### src/rtl/trig_deadtime_gate_pkg.sv
// Shared definitions for trig_deadtime_gate: FSM encoding, default widths and
// a saturating-increment helper.
package trig_deadtime_gate_pkg;

  localparam int DEADTIME_W_DEF = 16;
  localparam int CNT_W_DEF      = 32;

  typedef enum logic {
    ST_IDLE = 1'b0,
    ST_HOLD = 1'b1
  } state_t;

  // Increments v unless it already equals the all-ones value of a w-bit field
  // (w <= 64).
  function automatic logic [63:0] sat_inc(input logic [63:0] v, input int unsigned w);
    logic [63:0] top;
    top = (w >= 64) ? '1 : ((64'd1 << w) - 64'd1);
    return (v >= top) ? v : v + 64'd1;
  endfunction

endpackage

### src/rtl/trig_deadtime_gate_if.sv
// Signal bundle between the trigger source/slow control and trig_deadtime_gate.
// veto_in exists only when TRIG_DEADTIME_GATE_VETO_EN is defined.
interface trig_deadtime_gate_if
  import trig_deadtime_gate_pkg::*;
#(
  parameter int DEADTIME_W = DEADTIME_W_DEF,
  parameter int CNT_W      = CNT_W_DEF
);
  logic                  trig_in;
  logic                  enable;
  logic [DEADTIME_W-1:0] deadtime;
  logic                  cnt_clear;
`ifdef TRIG_DEADTIME_GATE_VETO_EN
  logic                  veto_in;
`endif
  logic                  pulse_out;
  logic                  busy;
  logic [CNT_W-1:0]      n_accepted;
  logic [CNT_W-1:0]      n_vetoed;

  modport master (
`ifdef TRIG_DEADTIME_GATE_VETO_EN
    output veto_in,
`endif
    output trig_in, enable, deadtime, cnt_clear,
    input  pulse_out, busy, n_accepted, n_vetoed
  );

  modport slave (
`ifdef TRIG_DEADTIME_GATE_VETO_EN
    input  veto_in,
`endif
    input  trig_in, enable, deadtime, cnt_clear,
    output pulse_out, busy, n_accepted, n_vetoed
  );
endinterface

### src/rtl/trig_deadtime_gate_sync_edge_det.sv
// Multi-flop synchronizer followed by a rising-edge detector; reusable for any
// asynchronous front-panel level. Synchronous active-low reset.
module sync_edge_det #(
  parameter int SYNC_STAGES = 2
) (
  input  logic clk,
  input  logic reset,
  input  logic level,
  output logic rise
);
  logic [SYNC_STAGES-1:0] sync_q;
  logic                   delay_q;

  // NOTE: reset is sampled only at the clock edge, so it sits inside the
  // edge-triggered block rather than in its sensitivity list.
  always_ff @(posedge clk) begin
    if (!reset) begin
      sync_q  <= '0;
      delay_q <= 1'b0;
    end else begin
      // NOTE: non-blocking assignments make every stage take its neighbour's
      // pre-edge value, which is what turns this into a shift chain.
      sync_q  <= {sync_q[SYNC_STAGES-2:0], level};
      delay_q <= sync_q[SYNC_STAGES-1];
    end
  end

  assign rise = sync_q[SYNC_STAGES-1] & ~delay_q;
endmodule

### src/rtl/trig_deadtime_gate.sv
// Trigger conditioner: synchronised edge -> single-cycle pulse with programmable
// dead time and saturating accept/veto counters. Option: TRIG_DEADTIME_GATE_VETO_EN.
module trig_deadtime_gate
  import trig_deadtime_gate_pkg::*;
#(
  parameter int SYNC_STAGES = 2,
  parameter int DEADTIME_W  = DEADTIME_W_DEF,
  parameter int CNT_W       = CNT_W_DEF
) (
  input logic                 clk,
  input logic                 reset,
  trig_deadtime_gate_if.slave bus
);
  state_t                state, state_nxt;
  logic [DEADTIME_W-1:0] count, count_nxt;
  logic                  rise;
  logic                  veto;
  logic                  accept, reject;
  logic                  pulse_q;
  logic [CNT_W-1:0]      n_acc_q, n_veto_q;

  sync_edge_det #(.SYNC_STAGES(SYNC_STAGES)) u_sync (
    .clk   (clk),
    .reset (reset),
    .level (bus.trig_in),
    .rise  (rise)
  );

`ifdef TRIG_DEADTIME_GATE_VETO_EN
  assign veto = bus.veto_in;
`else
  assign veto = 1'b0;
`endif

  always_ff @(posedge clk) begin
    if (!reset) begin
      state <= ST_IDLE;
      count <= '0;
    end else begin
      state <= state_nxt;
      count <= count_nxt;
    end
  end

  always_comb begin
    // NOTE: defaults first so every path assigns every output (no latch).
    count_nxt = count;
    unique case (state)
      ST_IDLE: if (accept) count_nxt = bus.deadtime;
      ST_HOLD: count_nxt = count - 1'b1;
    endcase
    state_nxt = (count_nxt != '0) ? ST_HOLD : ST_IDLE;
  end

  always_comb begin
    accept = 1'b0;
    reject = 1'b0;
    if (rise && bus.enable) begin
      unique case (state)
        ST_IDLE: begin
          accept = ~veto;
          reject = veto;
        end
        ST_HOLD: reject = 1'b1;
      endcase
    end
  end

  // A clear wins over a same-cycle increment; that event is simply not counted.
  always_ff @(posedge clk) begin
    if (!reset) begin
      pulse_q  <= 1'b0;
      n_acc_q  <= '0;
      n_veto_q <= '0;
    end else begin
      pulse_q <= accept;
      if (bus.cnt_clear) begin
        n_acc_q  <= '0;
        n_veto_q <= '0;
      end else begin
        if (accept) n_acc_q  <= CNT_W'(sat_inc(64'(n_acc_q), CNT_W));
        if (reject) n_veto_q <= CNT_W'(sat_inc(64'(n_veto_q), CNT_W));
      end
    end
  end

  assign bus.pulse_out  = pulse_q;
  assign bus.busy       = (state == ST_HOLD);
  assign bus.n_accepted = n_acc_q;
  assign bus.n_vetoed   = n_veto_q;
endmodule
### src/flat_wrapper.sv
// flat-port wrapper written by rule: the top's interface ports become plain ports
module trig_deadtime_gate_flat import trig_deadtime_gate_pkg::*;
#(
  parameter int SYNC_STAGES = 2,
  parameter int DEADTIME_W  = DEADTIME_W_DEF,
  parameter int CNT_W       = CNT_W_DEF
)
  (clk, reset, bus_trig_in, bus_enable, bus_deadtime, bus_cnt_clear, bus_pulse_out, bus_busy, bus_n_accepted, bus_n_vetoed);
  trig_deadtime_gate_if #(.DEADTIME_W(DEADTIME_W), .CNT_W(CNT_W)) bus_i ();
  input logic clk;
  input logic reset;
  input wire logic [$bits(bus_i.trig_in)-1:0] bus_trig_in;
  input wire logic [$bits(bus_i.enable)-1:0] bus_enable;
  input wire logic [$bits(bus_i.deadtime)-1:0] bus_deadtime;
  input wire logic [$bits(bus_i.cnt_clear)-1:0] bus_cnt_clear;
  output wire logic [$bits(bus_i.pulse_out)-1:0] bus_pulse_out;
  output wire logic [$bits(bus_i.busy)-1:0] bus_busy;
  output wire logic [$bits(bus_i.n_accepted)-1:0] bus_n_accepted;
  output wire logic [$bits(bus_i.n_vetoed)-1:0] bus_n_vetoed;
  assign bus_i.trig_in = bus_trig_in;
  assign bus_i.enable = bus_enable;
  assign bus_i.deadtime = bus_deadtime;
  assign bus_i.cnt_clear = bus_cnt_clear;
  assign bus_pulse_out = bus_i.pulse_out;
  assign bus_busy = bus_i.busy;
  assign bus_n_accepted = bus_i.n_accepted;
  assign bus_n_vetoed = bus_i.n_vetoed;
  trig_deadtime_gate #(.SYNC_STAGES(SYNC_STAGES), .DEADTIME_W(DEADTIME_W), .CNT_W(CNT_W)) u_core (.clk(clk), .reset(reset), .bus(bus_i));
endmodule
### config.mk
export PLATFORM = sky130hd
export DESIGN_NAME = trig_deadtime_gate_flat
export DESIGN_NICKNAME = d
export VERILOG_FILES = /design/src/rtl/trig_deadtime_gate_pkg.sv /design/src/rtl/trig_deadtime_gate_if.sv /design/src/rtl/trig_deadtime_gate_sync_edge_det.sv /design/src/rtl/trig_deadtime_gate.sv /design/src/flat_wrapper.sv
export SDC_FILE = /design/constraint.sdc
export NUM_CORES = 1
export LEC_CHECK = 0
export ABC_CLOCK_PERIOD_IN_PS = 2900
export CAP_MARGIN = 40
export CORE_UTILIZATION = 50
export DETAILED_ROUTE_END_ITERATION = 7
export GPL_ROUTABILITY_DRIVEN = 0
export GPL_TIMING_DRIVEN = 0
export PLACE_DENSITY = 0.8
export SYNTH_ARGS = -nofsm -noshare
export SYNTH_HDL_FRONTEND = slang
export SYNTH_SLANG_ARGS = --single-unit
### constraint.sdc
create_clock -name clk -period 2.9 [get_ports clk]
set_input_delay 0.29 -clock clk [delete_from_list [all_inputs] [get_ports clk]]
set_output_delay 0.29 -clock clk [all_outputs]
set_load 0.01 [all_outputs]
==> flow_summary_export.csv <==
group,metric,value,unit
synth,synth_flop_cell,"dfxtp_1",
floorplanning,dieHeight,94.5,um
routing,ant_nets,0,
setup_path,rr_startpoint,"u_core.bus.busy",
clock_network,htree_levels,3,
clock_network,cts.sinks,85,
setup_path,regToRegSetupSlack,0.43,ns
routing,drtPass1Iterations,5,
floorplanning,die-area,8930,um^2
synth,yosys_warnings,0,
power,p_per_area,415,nW/um^2
clock_network,clkLatencyLatePin,0.36,ns
synth,async_flop_share,0,%
sta,rsz0062_at_grt,"false",
min_path,min-delay-start,"u_core.u_sync.sync_q[0]",
global_routing,grt_max_degree,15,
global_routing,grt_pass1_vias,3784,
setup_path,cp_max_fo,9,
sta,clock_skew,0.0107,ns
sta,maxSlewViolCount,0,
cells_and_area,final_common_cell,"clkdlybuf4s50_1",
sta,maxSlewHeadroom,50.0,%
routing,drc,0,
floorplanning,placementRows,33,
power,p_leak,1.75,nW
synth,seq_area_frac_synth,39.8,%
global_routing,grt_usage,24.6,%
job,cap_violations,0,
floorplanning,die_width,94.5,um
synth,synthCells,517,
synth,synth-seq-cells,85,
clock_network,cts_setup_buffers,0,
setup_path,timing_worst_setup_path_type,"reg2reg",
clock_network,cts_buffers,9,
sta,hold_ws,0.457,ns
sta,finalHoldViolCount,0,
synth,synth-edff-count,0,
synth,netlist.area_leader.share,39.8,%
min_path,hold_end,"u_core.u_sync.sync_q[1]",
sta,finalCriticalPeriod,2.47,ns
min_path,hold_class,"reg2reg",
synth,synth_area_leaders,"dfxtp_1 40%, xor2_1 6.5%, nor2_1 5.7%",
cells_and_area,stdcell_count,724,
setup_path,rr_endpoint,"u_core.bus.n_vetoed[24]",
place,port_buffers,86,
synth,syn_avg_cell_area,8.28,um^2
clock_network,cts.clk_slew.worst_paths,0.09,ns
routing,wl_per_cell,14.8,um
sta,tightest_slew,0.747,ns
setup_path,r2r_cells,7,
routing,vias,4127,
synth,syn-num-nets,541,
clock_network,clockBufferDepth,2,
clock_network,cts_root_buf,"clkbuf_8",
floorplanning,initial_utilization,51.8,%
cells_and_area,nFillCells,693,
setup_path,cp.required,3.13,ns
global_routing,grt_overflow,0,
cells_and_area,fin_nets,638,
sta,fmax,0.405,GHz
floorplanning,core,8260,um^2
clock_network,cts_tree,"built",
sta,final.setup.tns,0,ns
cells_and_area,drive_gt1_share,5.01,%
place,place_area,5270,um^2
clock_network,hold_buffers,0,
setup_path,cp-start-kind,"flip-flop",
synth,ys_types,50,
global_routing,antenna_found_initial,0,
sta,min_period_over_period,85.1,%
cells_and_area,n_antenna_cell,0,
min_path,hold_depth,1,
cells_and_area,area_delta_synth_final,27.6,%
place,post-dp-hpwl,7770,um
setup_path,end_kind,"flip-flop",
cells_and_area,finalInstanceArea,5460,um^2
floorplanning,ios,87,
synth,yosysTopAreaCell,"dfxtp_1",
place,dp_cells,708,
global_routing,grt_first_pass_wirelength,17500,um
cells_and_area,final_cell_mix,"86 x clkdlybuf4s50_1, 85 x dfxtp_1, 65 x nor2_1",
power,vdd_drop_max,0.189,mV
clock_network,ctsResizeCount,0,
routing,via_per_inst,5.70,
run_status,status,"finished clean",
cells_and_area,seq_area,1700,um^2
sta,setup_viol,0,
synth,netlist_area,4280,um^2
setup_path,crit_arrival,2.70,ns
routing,drt-initial-drc-count,179,
routing,routed_wl,10700,um
cells_and_area,multi_input_area,2440,um^2
[final cells by class]
type | count | share of cell area [%]
tap | 105 | 2.41
timing repair buffer | 86 | 15.8
clock inverter | 4 | 0.596
inverter | 15 | 1.03
multi-input combinational | 399 | 44.6
clock buffer | 12 | 2.84
buffer | 18 | 1.56
sequential | 85 | 31.2
[Yosys cell counts, drive strengths merged, types with 2 or more instances]
cell type	n
dfxtp	85
nor2	65
nand2	43
xor2	32
nor3	27
xnor2	27
nand4	25
a21oi	23
nand3	23
and2	18
or3	18
o21ai	17
inv	15
and3	13
clkbuf	12
nor4	11
a211oi	6
and4	6
buf	6
mux2i	5
or4	4
a22oi	3
a31oi	3
ha	3
nand2b	3
nand3b	2
nor2b	2
nor4b	2
o211ai	2
o311ai	2
or2	2
[sequential cells by signal, indices dropped and copies added (netlist names)]
| signal | cells |
|---|---|
| u_core.count | 16 |
| u_core.bus.n_vetoed | 32 |
| u_core.bus.pulse_out | 1 |
| u_core.u_sync.sync_q | 2 |
| u_core.bus.busy | 1 |
| u_core.u_sync.delay_q | 1 |
| u_core.bus.n_accepted | 32 |
[how the worst max path moves through the flow]
stage	from	end	slack (ns)	cells after the start
3_3_place_gp	bus_enable	u_core.bus.busy	0.14	9
4_1_cts	u_core.bus.busy	u_core.bus.n_vetoed[24]	0.39	7
3_5_place_dp	bus_enable	u_core.bus.n_vetoed[24]	0.12	7
5_1_grt	u_core.bus.busy	u_core.bus.n_vetoed[28]	0.16	7
6_report	u_core.bus.busy	u_core.bus.n_vetoed[24]	0.43	7
2_1_floorplan	u_core.count[10]	u_core.bus.busy	0.87	6
[power breakdown]
group | internal (mW) | switching (mW) | total, mW
clock | 0.362 | 0.432 | 0.794
combinational | 0.123 | 0.129 | 0.251
sequential | 1.19 | 0.0315 | 1.22
[cells by family (layout without fill, tap and decap cells)]
family | after synthesis | count (layout) | synth area share, %
simple gates | 269 | 269 | 33.3
fa+ha+maj | 3 | 3 | 0.877
mux | 6 | 6 | 1.43
xor+xnor | 59 | 59 | 12.1
flops | 85 | 85 | 39.8
compound gates | 62 | 62 | 9.27
buf+inv | 33 | 135 | 3.30
[routing by layer]
metal | vias to the layer above | part of all wire [%] | global-route usage, %
met5 | - | 0 | 0
met4 | 0 | 1.7 | 9.85
met3 | 17 | 4.8 | 3.46
met2 | 119 | 49 | 42.6
met1 | 1958 | 45 | 30.8
li1 | 2033 | - | -
[critical path, stage by stage (launching register included)]
cell and delay (ns):
dfxtp_1 0.34, buf_2 0.20, nand4b_2 0.23, nor4_2 0.56, o211ai_1 0.45, nor4_1 0.34
xnor2_1 0.16, nor2_1 0.05
[stage by stage]
stage	total power [mW]	worst slack [ns]	utilization, %
floorplan	1.42	0.868	-
global placement	1.49	0.137	63.8
detailed placement	1.50	0.118	63.8
CTS	2.28	0.394	66.1
global route	2.37	0.165	66.1
finish	2.27	0.433	66.1
(Power assumes the default switching activity.)
